===== config.mk =====
export PLATFORM = sky130hd
export DESIGN_NAME = exp_taylor_seq
export DESIGN_NICKNAME = d
export VERILOG_FILES = /design/src/rtl/exp_pkg.sv /design/src/rtl/exp_taylor_seq.sv
export SDC_FILE = /design/constraint.sdc
export NUM_CORES = 1
export LEC_CHECK = 0
export CAP_MARGIN = 25
export CORE_ASPECT_RATIO = 1.2
export CORE_MARGIN = 8
export CORE_UTILIZATION = 50
export DETAILED_ROUTE_END_ITERATION = 7
export DONT_BUFFER_PORTS = 1
export PLACE_DENSITY = 0.65
export SETUP_SLACK_MARGIN = 0.05
export SYNTH_ARGS = -nofsm -noshare
export SYNTH_HDL_FRONTEND = slang
export SYNTH_SLANG_ARGS = --single-unit

===== constraint.sdc =====
create_clock -name clk -period 3.2 [get_ports clk]
set_input_delay 0.64 -clock clk [delete_from_list [all_inputs] [get_ports clk]]
set_output_delay 0.64 -clock clk [all_outputs]
set_load 0.03 [all_outputs]

===== src/rtl/exp_pkg.sv =====
// Shared constants for the Q16 Taylor-series e^x sequencer: widths,
// the Q16 value of one, the 1/k reciprocal ROM and the FSM state codes.
package exp_pkg;

  localparam int Q_FRAC = 16;   // fractional bits of the Q16 format
  localparam int OPER_W = 17;   // unsigned Q16 operand, x < 2.0
  localparam int PROD_W = 34;   // full multiplier product width
  localparam int ACC_W  = 32;   // accumulator / result width
  localparam int K_W    = 5;    // series index, holds 0..16

  localparam logic [ACC_W-1:0] ONE = 32'd65536;

  // round(65536/k) for k = 2..16; other slots are never addressed in a run.
  // The table is 32 deep so that any K_W-bit index lands on a defined entry.
  localparam logic [OPER_W-1:0] RECIP [32] = '{
    17'd0,     17'd65536, 17'd32768, 17'd21845,
    17'd16384, 17'd13107, 17'd10923, 17'd9362,
    17'd8192,  17'd7282,  17'd6554,  17'd5958,
    17'd5461,  17'd5041,  17'd4681,  17'd4369,
    17'd4096,  17'd0,     17'd0,     17'd0,
    17'd0,     17'd0,     17'd0,     17'd0,
    17'd0,     17'd0,     17'd0,     17'd0,
    17'd0,     17'd0,     17'd0,     17'd0
  };

  typedef logic [2:0] state_t;

  localparam state_t S_IDLE    = 3'd0;
  localparam state_t S_ISSUE_R = 3'd1;
  localparam state_t S_WAIT_R  = 3'd2;
  localparam state_t S_ISSUE_X = 3'd3;
  localparam state_t S_WAIT_X  = 3'd4;
  localparam state_t S_FINISH  = 3'd5;

endpackage


===== src/rtl/exp_taylor_seq.sv =====
// e^x in unsigned Q16 by Taylor series. Each new term is formed as
// term * (1/k) followed by * x, both through one external multiplier
// reached over a start/done handshake. Dividing first keeps every
// intermediate term below 2.0 so it always fits the operand width.
module exp_taylor_seq
  import exp_pkg::*;
#(
  parameter int N_TERMS = 9,
  parameter int W       = OPER_W
) (
  input  logic             clk,
  input  logic             rst_n,
  input  logic             start,
  input  logic [W-1:0]     x_in,
  output logic             busy,
  output logic             done,
  output logic [ACC_W-1:0] result,
  output logic             mul_start,
  output logic [W-1:0]     mul_a,
  output logic [W-1:0]     mul_b,
  input  logic             mul_done,
  input  logic [2*W-1:0]   mul_p
);

  localparam logic [K_W-1:0] K_LAST = K_W'(N_TERMS);
  localparam bit             SINGLE = (N_TERMS == 1);

  state_t           state;
  logic [W-1:0]     xr;
  logic [W-1:0]     term;
  logic [W-1:0]     t;
  logic [ACC_W-1:0] acc;
  logic [K_W-1:0]   k;
  logic             unused_prod;

  // Truncate the product back to Q16; the integer overflow bit and the
  // discarded fraction bits are intentionally dropped.
  assign t           = mul_p[Q_FRAC +: W];
  assign unused_prod = ^{mul_p[2*W-1:Q_FRAC+W], mul_p[Q_FRAC-1:0]};

  // Sequencer: owns the term recurrence, accumulator and handshakes.
  always_ff @(posedge clk or negedge rst_n) begin
    if (!rst_n) begin
      state     <= S_IDLE;
      busy      <= 1'b0;
      done      <= 1'b0;
      result    <= '0;
      mul_start <= 1'b0;
      mul_a     <= '0;
      mul_b     <= '0;
      xr        <= '0;
      term      <= '0;
      acc       <= '0;
      k         <= '0;
    end else begin
      mul_start <= 1'b0;
      done      <= 1'b0;
      case (state)
        S_IDLE: begin
          if (start) begin
            xr    <= x_in;
            acc   <= ONE + ACC_W'(x_in);
            term  <= x_in;
            k     <= K_W'(2);
            busy  <= 1'b1;
            // x == 0 gives exactly 1.0; a single-term series needs no multiply.
            state <= ((x_in == '0) || SINGLE) ? S_FINISH : S_ISSUE_R;
          end
        end

        S_ISSUE_R: begin
          mul_start <= 1'b1;
          mul_a     <= term;
          mul_b     <= W'(RECIP[k]);
          state     <= S_WAIT_R;
        end

        S_WAIT_R: begin
          if (mul_done) begin
            // A zero quotient makes every later term zero, so skip the x multiply.
            if (t == '0) begin
              state <= S_FINISH;
            end else begin
              term  <= t;
              state <= S_ISSUE_X;
            end
          end
        end

        S_ISSUE_X: begin
          mul_start <= 1'b1;
          mul_a     <= term;
          mul_b     <= xr;
          state     <= S_WAIT_X;
        end

        S_WAIT_X: begin
          if (mul_done) begin
            acc  <= acc + ACC_W'(t);
            term <= t;
            if ((t == '0) || (k == K_LAST)) begin
              state <= S_FINISH;
            end else begin
              k     <= k + K_W'(1);
              state <= S_ISSUE_R;
            end
          end
        end

        S_FINISH: begin
          result <= acc;
          done   <= 1'b1;
          busy   <= 1'b0;
          state  <= S_IDLE;
        end

        default: begin
          busy  <= 1'b0;
          state <= S_IDLE;
        end
      endcase
    end
  end

endmodule


==> qor_table.md <==
| Group | Quantity | Value |
|---|---|---|
| final layout | Net count reported at finish | 890 |
| setup path | Cell count of the worst reg-to-reg path | 8 |
| setup path | Data required time of the worst path | 3490 ps |
| sta | Final hold violation count | 143 |
| sta | Post-route clock skew | 6.14 ps |
| final layout | Post-layout instance count excluding filler cells | 996 |
| sta | Worst rel slew slack | 43.4% |
| sta | Post-route clock period utilization | 85.0% |
| sta | RSZ-0062 raised after global routing | no |
| logic synthesis | Basic-gate share of the synthesized area counting and, or, nand and nor cells | 21.5% |
| setup path | Critical path arrival | 3000 ps |
| floorplan | Number of rows created at floorplan | 48 |
| setup path | Total stage count of the critical path | 8 |
| sta | Minimum period implied by the final worst setup slack | 2720 ps |
| place | Cell Count Post-Placement | 965 |
| logic synthesis | Top post-synthesis cells by area | sky130_fd_sc_hd__dfrtp_1 49%, sky130_fd_sc_hd__nand2_1 12%, sky130_fd_sc_hd__a21oi_1 4.4% |
| logic synthesis | Dominant cell type by area after synthesis | sky130_fd_sc_hd__dfrtp_1 |
| floorplan | Chip Width | 126 um |
| power | Cell-internal power | 0.00470 W |
| floorplan | Chip height | 149 um |
| logic synthesis | Most common cell in the netlist | sky130_fd_sc_hd__nand2_1 |
| logic synthesis | Sequential-to-total area share from yosys stat | 48.9% |
| detailed routing | Starting DRT DRC Count | 394 |
| place | Instance area at placement | 0.00748 mm^2 |
| place | Final RePlAce weighted congestion | 0.928 |
| power | Proportion of power drawn by combinational gates | 34.6% |
| final layout | Antenna diode count | 0 |
| final layout | Layout-stage area growth over the synthesis result | 9.88% |
| clock network | Clock sink total | 143 |
| global route | Overall overflow remaining after global route | 0 |
| sta | Final setup slack of the worst path | 481 ps |
| clock network | Later-pin clock latency in the skew report | 430 ps |
| logic synthesis | Count of flip-flops with a built-in enable after synthesis | 0 |
| status | Violations in the final reports | negative hold slack |
| power | Net Sw Power | 0.00376 W |
| place | Sum of net half-perimeters after detailed placement | 14300 um |
| detailed routing | Antenna Violating Nets Remaining | 0 |
| sta | Number of endpoints failing setup at the final stage | 0 |
| logic synthesis | Number of register bits inferred by synthesis | 143 |
| logic synthesis | Most used flip-flop cell after synthesis | sky130_fd_sc_hd__dfrtp_1 |
| detailed routing | Routed wire length per instance | 19.7 um |
| global route | Maximum number of pins on one net before global-route repair | 144 |
| setup path | Crit path max fanout | 8 |
| final layout | Share of cells above drive strength 1 | 8.40% |
| setup path | Worst path max stage delay | 620 ps |
| logic synthesis | Area share of the largest cell type after synthesis | 48.9% |
| logic synthesis | Share of flip-flops with an asynchronous set or reset after synthesis | 100% |
| detailed routing | Vias per std cell | 5.84 |
| clock network | Maximum level of the CTS H-tree | 4 |
| global route | GRT Util Overall | 21.1% |
| logic synthesis | Synthesized-area fraction occupied by xor and xnor cells | 2.63% |
| sta | Slew at the pin closest to its max-slew limit | 848 ps |
| setup path | Worst Setup Start Kind | flop |
| logic synthesis | Compound-cell area share of the yosys netlist | 15.2% |
| setup path | Startpoint-to-endpoint class of the critical path | reg2reg |
| final layout | Finished Cell Area | 0.00805 mm^2 |
| sta | Maximum clock rate | 368 MHz |
| place | Quantity of I/O buffers inserted on ports | 0 |
| logic synthesis | Post-Synth Adder-Cell Area | 4.55% |
| clock network | Number of buffers created by CTS | 17 |
| clock network | Worst-case clock buffer depth | 2 |
| setup path | Family of cells with the greatest summed delay on the critical path | compound AO/OA/AOI/OAI gates |
| power | Sequential Power Share | 43.1% |
| logic synthesis | Top cells by count, synth | 229 x sky130_fd_sc_hd__nand2_1, 143 x sky130_fd_sc_hd__dfrtp_1, 69 x sky130_fd_sc_hd__nor2_1 |
| floorplan | Core box area | 0.0144 mm^2 |
| logic synthesis | Multiplexer share of the synthesized area | 4.12% |
| global route | Via count of the first global-routing pass | 5692 |
| sta | Slew Viols, Final | 0 |
| global route | Antenna violations before repair | 0 |
| logic synthesis | Syn Inst Count | 818 |
| logic synthesis | Main combinational cell family by area after synthesis | simple AND/OR/NAND/NOR gates |
| detailed routing | Drt first pass iters | 6 |
| flow run | Max-cap violation count | 0 |
| power | Leakage Power | 3.74 nW |
| setup path | Critical Path Start | acc[1]$_DFFE_PN0P_ |
| place | Pre-CTS setup slack | 341 ps |
| global route | Wire length of the first global-routing pass | 31200 um |
| min path | Classification of the worst-slack hold path | in2async |
| setup path | Buffering stage count on the worst path with inverters included | 0 |
| logic synthesis | Post-synth net total | 899 |
| logic synthesis | Count of distinct cell types in the synthesized netlist | 61 |
| clock network | Clock transition at path regs | 60 ps |
| setup path | Termination of the worst setup path | acc[17]$_DFFE_PN0P_ |
| clock network | Root cell of the clock tree | sky130_fd_sc_hd__clkbuf_16 |
| setup path | Capture point of the worst reg-to-reg path | acc[17]$_DFFE_PN0P_ |
| detailed routing | DR vias | 5817 |
| power | Part of the total power dissipated in the clock network | 22.3% |
| clock network | Clock tree from TritonCTS | yes |
| setup path | Cell breakdown of the critical path | ha_1, a211oi_1, nor2_1, a21oi_1, nand2_1, a2111oi_4, or4_1, o2111ai_1 |
| logic synthesis | Synth warn | 0 |
| logic synthesis | Syn Area/Cell | 8.95 um^2 |
| power | Power Density | 1050 mW/mm^2 |
| setup path | Crit path max-delay cell type | sky130_fd_sc_hd__a2111oi_4 |
| power | Maximum resistive drop on vdd | 0.440 mV |
| floorplan | Starting density of the core | 51.0% |
| sta | Total Neg Setup Slack | 0 ps |
| logic synthesis | Cell area after synthesis | 0.00732 mm^2 |
| setup path | Flop-to-flop setup slack | 480 ps |
| setup path | Type of destination of the critical path | flop |
| detailed routing | Residual DRC | 0 |
| detailed routing | Wire length reported by the detailed router | 19600 um |
| setup path | Origin of the critical flop-to-flop path | acc[1]$_DFFE_PN0P_ |
| floorplan | Number of placed I/O pins | 124 |
| status | Outcome | finished, violations left |
| power | Switching portion of total power | 44.4% |
| floorplan | Die area | 0.0188 mm^2 |
| sta | Worst hold margin | -86.6 ps |
-- placed cells by master, fill, tap and decap left out, drive strengths merged, types with 9 or more instances in the layout --
cell    instances
nor2           71
mux2i          20
a21oi          65
nand3          16
mux2            9
ha             25
inv            21
nand2         230
o211ai         10
o21ai          39
dfrtp         143
buf            12
clkbuf         20
xor2           15
a31oi           9
-- worst min-delay path by stage --
stage | startpoint | end | slack, ps | depth (start not counted)
2_1_floorplan | rst_n | acc[0]$_DFFE_PN0P_ | 340 | 0
3_3_place_gp | rst_n | mul_b[6]$_DFFE_PN0P_ | 350 | 0
3_5_place_dp | rst_n | mul_b[2]$_DFFE_PN0P_ | 350 | 0
4_1_cts | rst_n | result[18]$_DFFE_PN0P_ | -100 | 0
5_1_grt | rst_n | mul_b[2]$_DFFE_PN0P_ | -100 | 0
6_report | rst_n | mul_b[2]$_DFFE_PN0P_ | -90 | 0
-- cells by family after synthesis --
| kind of cell | after synthesis |
|---|---|
| mux | 29 |
| compound gates | 170 |
| flops | 143 |
| xor+xnor | 22 |
| buf+inv | 57 |
| simple gates | 371 |
| fa+ha+maj | 26 |
-- state kept, by name (all words and copies together), names as in the netlist --
register,count
done,1
term,17
busy,1
k,5
xr,17
mul_b,17
result,32
mul_a,17
state,3
mul_start,1
acc,32
-- power groups by stage --
stage                     Sequential [W]  Combinational, W  Clock (W)
after floorplan                  0.00345           0.00234          0
after global placement           0.00367           0.00282          0
after detailed placement         0.00369           0.00289          0
after CTS                        0.00366           0.00291    0.00193
after global routing             0.00374           0.00330    0.00200
final                            0.00364           0.00292    0.00189
-- final cells by class --
type | count | area (um^2)
well taps | 175 | 219
repair buffers | 12 | 90.1
inverters | 17 | 63.8
flip-flops and latches | 143 | 3580
clock inverters | 11 | 106
fillers | 1304 | 6310
multi-input cells | 618 | 3530
clock buffers | 20 | 457
-- stage by stage --
stage               total power [W]  util [%]
floorplan                   0.00579         -
CTS                         0.00850      56.0
finish                      0.00845      56.0
global placement            0.00649      52.1
global route                0.00904      56.0
detailed placement          0.00657      52.1
-- metal layers --
layer	part of all wire (%)	global-route usage (%)
met1	44	26.8
met2	45	32.5
met3	7.5	6.45
met4	3.0	9.64
met5	0	0
-- what timing repair did --
item / in CTS / in global routing
gates resized for setup: 0 / 0
buffers inserted: 0 / 0
hold endpoints to repair: 143 / 143
Power figures use the tool's default switching activity.
